[config.mk]
export PLATFORM = sky130hd
export DESIGN_NAME = stepper_driver
export DESIGN_NICKNAME = d
export VERILOG_FILES = /design/src/rtl/stepper_pkg.sv /design/src/rtl/step_timer.sv /design/src/rtl/stepper_driver.sv
export SDC_FILE = /design/constraint.sdc
export NUM_CORES = 1
export LEC_CHECK = 0
export ABC_AREA = 1
export BUFFER_PORTS_ARGS = -buffer_cell sky130_fd_sc_hd__buf_2
export CORE_MARGIN = 2
export CORE_UTILIZATION = 50
export DETAILED_ROUTE_END_ITERATION = 8
export HOLD_SLACK_MARGIN = 0.05
export MAX_ROUTING_LAYER = met4
export PLACE_DENSITY = 0.86
export SLEW_MARGIN = 40
export SYNTH_ARGS = -nofsm -noshare
export SYNTH_HDL_FRONTEND = slang
export SYNTH_SLANG_ARGS = --single-unit
export TNS_END_PERCENT = 20
[constraint.sdc]
create_clock -name clk -period 1.6 [get_ports clk]
set_input_delay 0.32 -clock clk [delete_from_list [all_inputs] [get_ports clk]]
set_output_delay 0.32 -clock clk [all_outputs]
set_load 0.02 [all_outputs]
[src/rtl/stepper_pkg.sv]
// Shared encodings for the stepper driver: drive modes, coil phase table and phase index width.
package stepper_pkg;

  localparam int IDX_W = 3;

  typedef enum logic [1:0] {
    MODE_WAVE = 2'b00,
    MODE_FULL = 2'b01,
    MODE_HALF = 2'b10
  } mode_e;

  // Coil pattern {B',A',B,A} per phase index; A/A' and B/B' are never both on.
  localparam logic [3:0] COIL_TABLE [8] = '{
    4'b0001, 4'b0011, 4'b0010, 4'b0110,
    4'b0100, 4'b1100, 4'b1000, 4'b1001
  };

endpackage

[src/rtl/step_timer.sv]
// Internal step generator: prescaler ticks every PRESCALE clocks, a step fires on the tick that
// finds the period counter equal to the programmed count, so steps arrive every (period+1)*PRESCALE.
module step_timer #(
  parameter int PRESCALE = 256
) (
  input  logic       clk,
  input  logic       rst_n,
  input  logic       enable,
  input  logic [7:0] period,
  output logic       step
);

  localparam int PW = $clog2(PRESCALE);

  logic [PW-1:0] pre;
  logic [7:0]    cnt;
  logic          tick;

  assign tick = enable && (pre == PW'(PRESCALE - 1));
  // Equality only: if period drops below cnt, cnt runs on to 255, wraps and meets it later.
  assign step = tick && (cnt == period);

  always_ff @(posedge clk) begin
    if (!rst_n || !enable) begin
      pre <= '0;
      cnt <= '0;
    end else begin
      pre <= tick ? '0 : pre + 1'b1;
      if (step)      cnt <= '0;
      else if (tick) cnt <= cnt + 8'd1;
    end
  end

endmodule

[src/rtl/stepper_driver.sv]
// Tiny Tapeout stepper driver: phase index advanced by synchronized external pulses or the
// internal step timer, decoded to wave/full/half coil patterns.
module stepper_driver
  import stepper_pkg::*;
#(
  parameter int PRESCALE = 256
) (
  input  logic       clk,
  input  logic       rst_n,
  input  logic       ena,
  input  logic [7:0] ui_in,
  output logic [7:0] uo_out,
  input  logic [7:0] uio_in,
  output logic [7:0] uio_out,
  output logic [7:0] uio_oe
);

  logic             ext_ctrl, dir, drive_en, run;
  logic [1:0]       mode;
  logic             sync1, sync2, hist;
  logic             ext_edge, timer_step, step_event;
  logic [IDX_W-1:0] idx, inc, sel;
  logic             strobe;
  logic [3:0]       coils;
  logic             unused_ok;

  assign ext_ctrl = ui_in[0];
  assign dir      = ui_in[2];
  assign mode     = ui_in[4:3];
  assign drive_en = ui_in[5];
  assign run      = ui_in[6];
  assign unused_ok = &{1'b0, ena, ui_in[7]};

  step_timer #(.PRESCALE(PRESCALE)) u_timer (
    .clk    (clk),
    .rst_n  (rst_n),
    .enable (!ext_ctrl && run),
    .period (uio_in),
    .step   (timer_step)
  );

  // Two-flop synchronizer on the async step input, plus a history flop for edge detection.
  always_ff @(posedge clk) begin
    if (!rst_n) begin
      sync1 <= 1'b0;
      sync2 <= 1'b0;
      hist  <= 1'b0;
    end else begin
      sync1 <= ui_in[1];
      sync2 <= sync1;
      hist  <= sync2;
    end
  end

  assign ext_edge   = sync2 && !hist;
  assign step_event = ext_ctrl ? ext_edge : timer_step;
  assign inc        = mode[1] ? IDX_W'(1) : IDX_W'(2);

  always_ff @(posedge clk) begin
    if (!rst_n) begin
      idx    <= '0;
      strobe <= 1'b0;
    end else begin
      strobe <= step_event;
      if (step_event) idx <= dir ? idx + inc : idx - inc;
    end
  end

  always_comb begin
    sel = idx;
    if (mode[1])                sel = idx;
    else if (mode == MODE_FULL) sel = idx | IDX_W'(1);
    else                        sel = idx & IDX_W'(6);
    coils = drive_en ? COIL_TABLE[sel] : 4'b0000;
  end

  assign uo_out  = {strobe, idx, coils};
  assign uio_out = 8'h00;
  assign uio_oe  = 8'h00;

endmodule

==> impl_metrics.ini, run 1 <==
[status]
status = finished with violations
failed_checks = negative setup slack

[worst_setup_path]
data_arrival_time_of_the_critical_path_ps = 1360
slowest_delay_ps = 340
timing.critical_path.required_ps = 1280
worst-setup-path-type = reg -> out
critPathMaxFanout = 2
cp_cell_sequence = mux2_4 > or2_4 > nand3_2 > inv_2 > buf_6
worstRegToRegCells = 9
crit_path_top_delay_cell = dfxtp_2
startpoint_type = register
worstSetupEndpointType = primary output

[floorplanning]
io_pins = 43
floorplan.die_area_um2 = 3110
chipHeight_um = 55.8
initial_utilization = 0.537
core-area_um2 = 2500
fp.dieW_um = 55.8
std_cell_rows = 18

[grt]
first_pass_grt_wire_length_um = 3870
overflow = 0
first_global_vias = 963
grt_util_all_layers = 0.156
pin_count_of_the_biggest_net_entering_global_routing = 14
antenna_found_initial = 0

[logic_synthesis]
synthesis.area_um2 = 1340
ys_seq_area_frac = 0.343
syn_inst = 181
synthesis.yosys.warnings = 0
synth.ff_latch_count = 23
post_synth_num_cell_types = 25
syn_area_per_cell_um2 = 7.41

[detailed_routing]
vias = 1140
post_dr_vias_cell = 4.71
final_antenna_net_count = 0
drt-total-wl_um = 2350
firstDrtPassIters = 4
post-route-drc-count = 0
detail_route.iter0.violations = 23
routed_wire_length_per_instance_um = 9.71

[cts]
clkSinkCount = 23
cts_buffers = 3
number_of_levels_the_h_tree_was_split_into = 1
clk_pin_slew_worst_paths_ps = 120
clock_tree_buffer_depth = 2
tritoncts = yes
clk_root_buffer_cell = clkbuf_4
clock_insertion_delay_worst_skew_ps = 310

[layout]
layout.cells.most_common = nand2_1
finalCoreUtilization = 0.617
ant_diodes = 0
top_library_cells_by_usage_in_the_layout_fill_and_taps_aside = nand2_1, buf_2, dfxtp_1
final_nets = 236
area_growth_pct = 15.0
drive_gt1_frac = 0.245
filler_cell_count = 226

[timing]
maxClockFrequency_mhz = 594
rsz0062_at_grt = yes
clock-skew-final_ps = 3.10
slew_violations = 0
setup_ws_post_layout_ps = -82.5
shortest_clock_period_the_worst_path_allows_after_layout_ps = 1680
final_hold_viol_count = 0
final-setup-viol-count = 2
finalCritPeriodShare = 1.05

[flow_run]
drv_cap = 0

[pwr]
vdd_ir_drop_max_v = 0.000566
power.leakage_uw = 0.000691
power_density_nw_per_um2 = 639
report.power.total_uw = 986

[place]
place.port_buffers = 24
dp_hpwl_um = 1740
globalplace.congestion = 0.773

[worst_hold_path]
min_path_cells = 3
hp-class = in -> reg
critical path, delay by kind of cell (launching register included):
| family | cells | cell delay, ps |
|---|---|---|
| AND/OR/NAND/NOR | 2 | 300 |
| buffers and inverters | 2 | 160 |
| multiplexers | 1 | 260 |
| flip-flops | 1 | 340 |
area by class of cell:
type / count / area, µm² / area share
Multi-Input combinational cell: 136 / 763 / 0.495
Tap cell: 30 / 37.5 / 0.0243
Sequential cell: 23 / 465 / 0.302
Inverter: 19 / 71.3 / 0.0462
Clock buffer: 3 / 22.5 / 0.0146
Clock inverter: 1 / 5.00 / 0.00324
Timing Repair Buffer: 30 / 178 / 0.115
registers in the layout (all words and copies together), names as in the netlist:
| signal | cells |
|---|---|
| hist | 1 |
| sync1 | 1 |
| u_timer.pre | 8 |
| u_timer.cnt | 8 |
| strobe | 1 |
| idx | 3 |
| sync2 | 1 |
worst paths after layout:
check | start | endpoint | slack, ps
worst max-delay path | idx[0] | uo_out[1] | -80
worst min-delay path | ui_in[1] | sync1 | 190
worst max register to register | u_timer.pre[0] | idx[1] | 140
worst min register to register | sync1 | sync2 | 420
stage by stage:
step / worst slack (ps) / setup TNS (ps) / cells / cell area (µm²) / hold slack [ps]
detailed placement: -11.6 / -18.6 / 237 / 1460 / 405
finish: -82.5 / -161 / 242 / 1540 / 191
global placement: 1.58 / 0 / 237 / 1460 / 393
global route: -133 / -265 / 242 / 1540 / 185
floorplan: 177 / 0 / 196 / 1400 / 390
CTS: -106 / -208 / 242 / 1520 / 183
metal layers:
metal | wire [µm] | up-vias | GRT usage
met2 | 1130 | 25 | 0.269
met5 | 0 | - | -
li1 | - | 601 | -
met4 | 13 | 0 | 0.0209
met1 | 1100 | 512 | 0.187
met3 | 101 | 2 | 0.0419
report_power, final:
group	switching (µW)	internal, µW
logic	85.9	47.2
clock network	175	93.5
registers	4.84	580
what timing repair did:
item / 4_1_cts / 5_1_grt
endpoints found under the setup margin: 2 / 12
hold buffers: 0 / 0
endpoints found under the hold margin: 0 / 0
gates resized for setup: 7 / 10
buffers inserted: 1 / 0
cell usage after synthesis, drive strengths merged:
cell type  count  area, µm²
a21oi         13       65.1
dfxtp         23        460
nand3         10       62.6
nor2          13       63.8
o22ai          2       12.5
buf           17        128
nor3b          2       15.0
xor2           5       43.8
nand4          4       25.0
or2            2       12.5
o21a           1       7.51
mux2           1       11.3
a21boi         1       7.51
conb           1       3.75
nor3           1       10.0
xnor2          8       70.1
clkbuf         1       5.00
nand2         51        194
fa             1       20.0
nand3b         2       15.0
ha             3       37.5
inv           19       71.3
cell families (layout without fill, tap and decap cells):
group                      count (synthesis)  in the layout  synth area share
AOI/OAI and AO/OA                         17             17            0.0690
xor gates and xnor gates                  13             13            0.0849
adders and majority gates                  4              4            0.0429
buffers and inverters                     37             53             0.152
DFF                                       23             23             0.343
muxes                                      1              1           0.00839
other                                      1             16           0.00280
and+or+nand+nor                           85             85             0.297
Power figures use the tool's default switching activity.
==> run 2, diff against run 1 <==
--- a/config.mk
+++ b/config.mk
@@ -8,11 +8,12 @@
 export ABC_AREA = 1
 export BUFFER_PORTS_ARGS = -buffer_cell sky130_fd_sc_hd__buf_2
 export CORE_MARGIN = 2
-export CORE_UTILIZATION = 50
+export CORE_UTILIZATION = 52
+export CTS_BUF_LIST = sky130_fd_sc_hd__clkbuf_8
 export DETAILED_ROUTE_END_ITERATION = 8
 export HOLD_SLACK_MARGIN = 0.05
 export MAX_ROUTING_LAYER = met4
-export PLACE_DENSITY = 0.86
+export PLACE_DENSITY = 0.88
 export SLEW_MARGIN = 40
 export SYNTH_ARGS = -nofsm -noshare
 export SYNTH_HDL_FRONTEND = slang
==> run 2 against run 1 <==
The run still ends with negative setup slack left. Clock skew down 1.5 ps. Via count rose by 0.35%. Wire length is 5.3% higher. Clock power increased by 29%. Highest routed layer unchanged.
==> impl_metrics.ini, run 2 (same netlist as run 1, synthesis figures left out) <==
[pwr]
switching_share = 0.252
seqPwrFrac = 0.547
clock_power_share = 0.325
intPower_uw = 798
switchingPower_uw = 269
power.leakage_uw = 0.000707
vdd_ir_drop_max_v = 0.000642
combinationalPowerShare = 0.129
power_density_nw_per_um2 = 677

[status]
status = finished with violations
failed_checks = negative setup slack

[cts]
cts_buffers = 3
clk_pin_slew_worst_paths_ps = 80
clkSinkCount = 23
clock_insertion_delay_worst_skew_ps = 260
cts_hold_buf = 0
clock_tree_buffer_depth = 2
clk_root_buffer_cell = clkbuf_8
number_of_levels_the_h_tree_was_split_into = 1
tritoncts = yes

[worst_setup_path]
critPathMaxFanout = 2
critical_path.reg2reg.startpoint = idx[0]
crit_path_top_delay_cell = dfxtp_2
data_arrival_time_of_the_critical_path_ps = 1290
worstRegToRegCells = 6
startpoint_type = register
worstSetupEndpointType = primary output
r2r_slack_ps = 80
worst_r2r_endpoint = idx[2]
cp-startpoint = idx[0]
worst_setup_ep = uo_out[1]
cp_cell_sequence = mux2_4 > or2_4 > nand3_2 > inv_2 > buf_6
timing.critical_path.required_ps = 1280
worst-setup-path-type = reg -> out
slowest_delay_ps = 320

[detailed_routing]
post_dr_vias_cell = 4.71
post-route-drc-count = 0
vias = 1144
firstDrtPassIters = 4
final_antenna_net_count = 0
drt-total-wl_um = 2470
routed_wire_length_per_instance_um = 10.2
detail_route.iter0.violations = 25

[grt]
first_pass_grt_wire_length_um = 3870
pin_count_of_the_biggest_net_entering_global_routing = 13
first_global_vias = 967
grt_util_all_layers = 0.184
overflow = 0
antenna_found_initial = 0

[floorplanning]
floorplan.die_area_um2 = 3000
core-area_um2 = 2450
std_cell_rows = 18
initial_utilization = 0.546
fp.dieW_um = 54.8
chipHeight_um = 54.8
io_pins = 43

[layout]
drive_gt1_frac = 0.244
area_growth_pct = 17.4
layout.cells.most_common = nand2_1
instances_no_fill = 243
ant_diodes = 0
biggestRegsByFlops = u_timer.cnt: 8 flops, u_timer.pre: 8 flops, idx: 3 flops
top_library_cells_by_usage_in_the_layout_fill_and_taps_aside = nand2_1, buf_2, dfxtp_1
finalCoreUtilization = 0.642
final_nets = 237

[place]
dp.cells = 238
place.port_buffers = 24
globalplace.congestion = 0.810
dp_hpwl_um = 1740

[timing]
final-setup-viol-count = 2
final_hold_viol_count = 0
finalCritPeriodShare = 1.01
rsz0062_at_grt = yes
shortest_clock_period_the_worst_path_allows_after_layout_ps = 1610
setup_ws_post_layout_ps = -11.3
maxClockFrequency_mhz = 621
clock-skew-final_ps = 1.61
slew_violations = 0

[worst_hold_path]
hp-class = in -> reg

[flow_run]
drv_cap = 0
==> run 2: stage by stage <==
step	worst slack [ps]	total power, µW	instance area, µm²	TNS [ps]	hold WS [ps]
after CTS	-31.9	1070	1530	-58.0	242
after detailed placement	-9.43	722	1470	-12.8	405
after global routing	-84.8	1120	1580	-423	244
final	-11.3	1070	1580	-17.0	243
after global placement	3.21	720	1470	0	398
after floorplan	177	712	1400	0	390
==> run 2: worst max-delay path, delay by kind of cell (launching register included) <==
kind / cells / cell delay, ps
buf+inv: 2 / 160
mux: 1 / 250
simple gates: 2 / 300
flops: 1 / 320
==> run 2: layout make-up <==
type / instances / area, µm²
inverters: 19 / 71.3
repair buffers: 31 / 185
fillers: 227 / 880
clock buffers: 3 / 41.3
clock inverters: 1 / 3.75
multi-input cells: 136 / 773
flip-flops and latches: 23 / 463
well taps: 30 / 37.5
==> run 2: what timing repair did <==
action,4_1_cts,5_1_grt
gates resized for setup,7,11
pin swaps,0,4
setup endpoints to repair,2,20
setup buffers,0,1
==> run 2: per-layer routing <==
metal  vias to the layer above  wire length, µm  GRT usage
met1                       510             1130      0.229
met3                         6              108     0.0273
li1                        602                -          -
met4                         0               46      0.100
met2                        26             1190      0.286
met5                         -                0          -
==> run 2: how the worst min path moves through the flow <==
stage	start	to	slack, ps	depth (start not counted)
after global placement	sync1	sync2	400	2
after floorplan	sync1	sync2	390	2
final	ui_in[1]	sync1	240	3
after global routing	ui_in[1]	sync1	240	3
after detailed placement	sync1	sync2	410	2
after CTS	ui_in[1]	sync1	240	3
==> run 2: power groups by stage <==
stage / combinational, µW / sequential [µW] / clock (µW)
final: 137 / 584 / 346
after global routing: 152 / 585 / 384
after CTS: 132 / 583 / 356
after detailed placement: 125 / 597 / 0
after global placement: 123 / 597 / 0
after floorplan: 114 / 598 / 0
==> run 3, diff against run 2 <==
--- a/config.mk
+++ b/config.mk
@@ -7,13 +7,14 @@
 export LEC_CHECK = 0
 export ABC_AREA = 1
 export BUFFER_PORTS_ARGS = -buffer_cell sky130_fd_sc_hd__buf_2
-export CORE_MARGIN = 2
 export CORE_UTILIZATION = 52
 export CTS_BUF_LIST = sky130_fd_sc_hd__clkbuf_8
 export DETAILED_ROUTE_END_ITERATION = 8
 export HOLD_SLACK_MARGIN = 0.05
 export MAX_ROUTING_LAYER = met4
 export PLACE_DENSITY = 0.88
+export RECOVER_POWER = 100
+export REMOVE_ABC_BUFFERS = 1
 export SLEW_MARGIN = 40
 export SYNTH_ARGS = -nofsm -noshare
 export SYNTH_HDL_FRONTEND = slang
==> run 3 against run 2 <==
The run still ends with negative setup slack left. Total power about the same. Worst hold slack got worse by 9.7 ps. Clock skew decreased by 0.61 ps. Via count decreased by 1.2%. Count of clock-buffer cells in the layout unchanged. Combinational power about the same. Non-clock buffer count decreased by 1. Sequential power about the same. Global-route usage increased by 0.48 points. Clock power increased by 1%. Largest power group unchanged. Highest routed layer unchanged.
==> impl_metrics.ini, run 3 (same netlist as run 1, synthesis figures left out) <==
[layout]
biggestRegsByFlops = u_timer.cnt: 8 flops, u_timer.pre: 8 flops, idx: 3 flops
area.sequential_um2 = 462
drive_gt1_frac = 0.208
area_growth_pct = 15.4
layout.cells.most_common = nand2_1
final_nets = 236
filler_cell_count = 236
ant_diodes = 0
finalCoreUtilization = 0.630
multiInputGateArea_um2 = 758
top_library_cells_by_usage_in_the_layout_fill_and_taps_aside = nand2_1, dfxtp_1, inv_1

[worst_setup_path]
worst_r2r_endpoint = idx[0]
worstSetupEndpointType = primary output
critPathMaxFanout = 2
worst-setup-path-type = reg -> out
slowest_delay_ps = 320
crit_path_top_delay_cell = dfxtp_2
r2r_slack_ps = 110
timing.critical_path.required_ps = 1280
startpoint_type = register
cp_cell_sequence = mux2_4 > or2_4 > nand3_2 > inv_2 > buf_6
worstRegToRegCells = 9
data_arrival_time_of_the_critical_path_ps = 1310
critical_path.reg2reg.startpoint = u_timer.pre[0]

[grt]
first_pass_grt_wire_length_um = 3700
first_global_vias = 930
antenna_found_initial = 0
grt_util_all_layers = 0.189
overflow = 0
pin_count_of_the_biggest_net_entering_global_routing = 13

[floorplanning]
initial_utilization = 0.546
io_pins = 43
floorplan.die_area_um2 = 2790
core-area_um2 = 2450
std_cell_rows = 18
chipHeight_um = 52.8
fp.dieW_um = 52.8

[pwr]
clock_power_share = 0.329
intPower_uw = 796
switchingPower_uw = 272
combinationalPowerShare = 0.125
seqPwrFrac = 0.546
switching_share = 0.254
power.leakage_uw = 0.000687
vdd_ir_drop_max_v = 0.000628
power_density_nw_per_um2 = 690

[timing]
final-setup-viol-count = 2
fin_hold_ws_ps = 233
shortest_clock_period_the_worst_path_allows_after_layout_ps = 1630
setup_ws_post_layout_ps = -25.8
final_hold_viol_count = 0
slew_violations = 0
rsz0062_at_grt = yes
clock-skew-final_ps = 1.00
maxClockFrequency_mhz = 615
finalCritPeriodShare = 1.02
setup_tns_final_ps = -49.1

[worst_hold_path]
min_path_cells = 3
hp-class = in -> reg
hold_path.startpoint = ui_in[1]
worstHoldEndpoint = sync1

[cts]
clk_root_buffer_cell = clkbuf_8
tritoncts = yes
clkSinkCount = 23
clock_insertion_delay_worst_skew_ps = 260
clock_tree_buffer_depth = 2
number_of_levels_the_h_tree_was_split_into = 1
clk_pin_slew_worst_paths_ps = 80
cts_hold_buf = 0
cts_buffers = 3

[place]
globalplace.congestion = 0.823
dp_hpwl_um = 1680
place.port_buffers = 24

[detailed_routing]
final_antenna_net_count = 0
routed_wire_length_per_instance_um = 9.67
post-route-drc-count = 0
detail_route.iter0.violations = 14
drt-total-wl_um = 2340
vias = 1130
post_dr_vias_cell = 4.67
firstDrtPassIters = 4

[flow_run]
drv_cap = 0

[status]
failed_checks = negative setup slack
status = finished with violations
-- run 3: changes by cell type in the layout (fill, tap and decap cells not counted), sizes merged --
cell	change
buf	-6
clkbuf	+5
-- run 3: worst max path at each step --
stage	slack, ps	start	cells past startpoint	end
final	-30	idx[0]	5	uo_out[1]
after global routing	-70	idx[0]	5	uo_out[3]
after CTS	-10	idx[0]	5	uo_out[1]
after detailed placement	-5	ui_in[4]	6	uo_out[1]
after global placement	3	ui_in[4]	6	uo_out[1]
after floorplan	180	idx[0]	4	uo_out[3]
-- run 3: routing by layer --
metal  vias to the layer above  routed length [µm]  GRT usage
met5                         -                   0          -
met4                         0                  42      0.105
met2                        19                1120      0.302
met3                         4                  65     0.0261
met1                       504                1110      0.228
li1                        603                   -          -
-- run 3: area by class of cell --
cell class,count,area share
Tap cell,30,0.0243
Inverter,19,0.0461
Multi-Input combinational cell,136,0.490
Clock buffer,3,0.0267
Timing Repair Buffer,30,0.112
Clock inverter,1,0.00243
Sequential cell,23,0.298
-- run 3: through the flow --
step	area, µm²	setup WS, ps	instances	power [µW]
floorplan	1260	177	178	681
global placement	1460	3.30	237	719
detailed placement	1460	-5.00	237	721
CTS	1540	-14.3	242	1080
global route	1550	-68.7	242	1120
finish	1550	-25.8	242	1070
-- run 3: what timing repair did --
action / 4_1_cts / 5_1_grt
resized for setup: 11 / 2
setup buffers: 1 / 0
endpoints found under the setup margin: 2 / 10
-- run 3: power groups by stage --
| stage | Clock (µW) | Combinational (µW) | Sequential, µW |
|---|---|---|---|
| 2_1_floorplan | 0 | 82.3 | 599 |
| 3_3_place_gp | 0 | 122 | 597 |
| 3_5_place_dp | 0 | 123 | 597 |
| 4_1_cts | 360 | 133 | 583 |
| 5_1_grt | 380 | 150 | 585 |
| 6_report | 351 | 134 | 583 |
-- run 3: worst max-delay path: cells and delay by family, from the launching register on --
kind                   cells  cell delay, ps
and+or+nand+nor            2             300
buffers and inverters      2             160
muxes                      1             260
DFF                        1             320
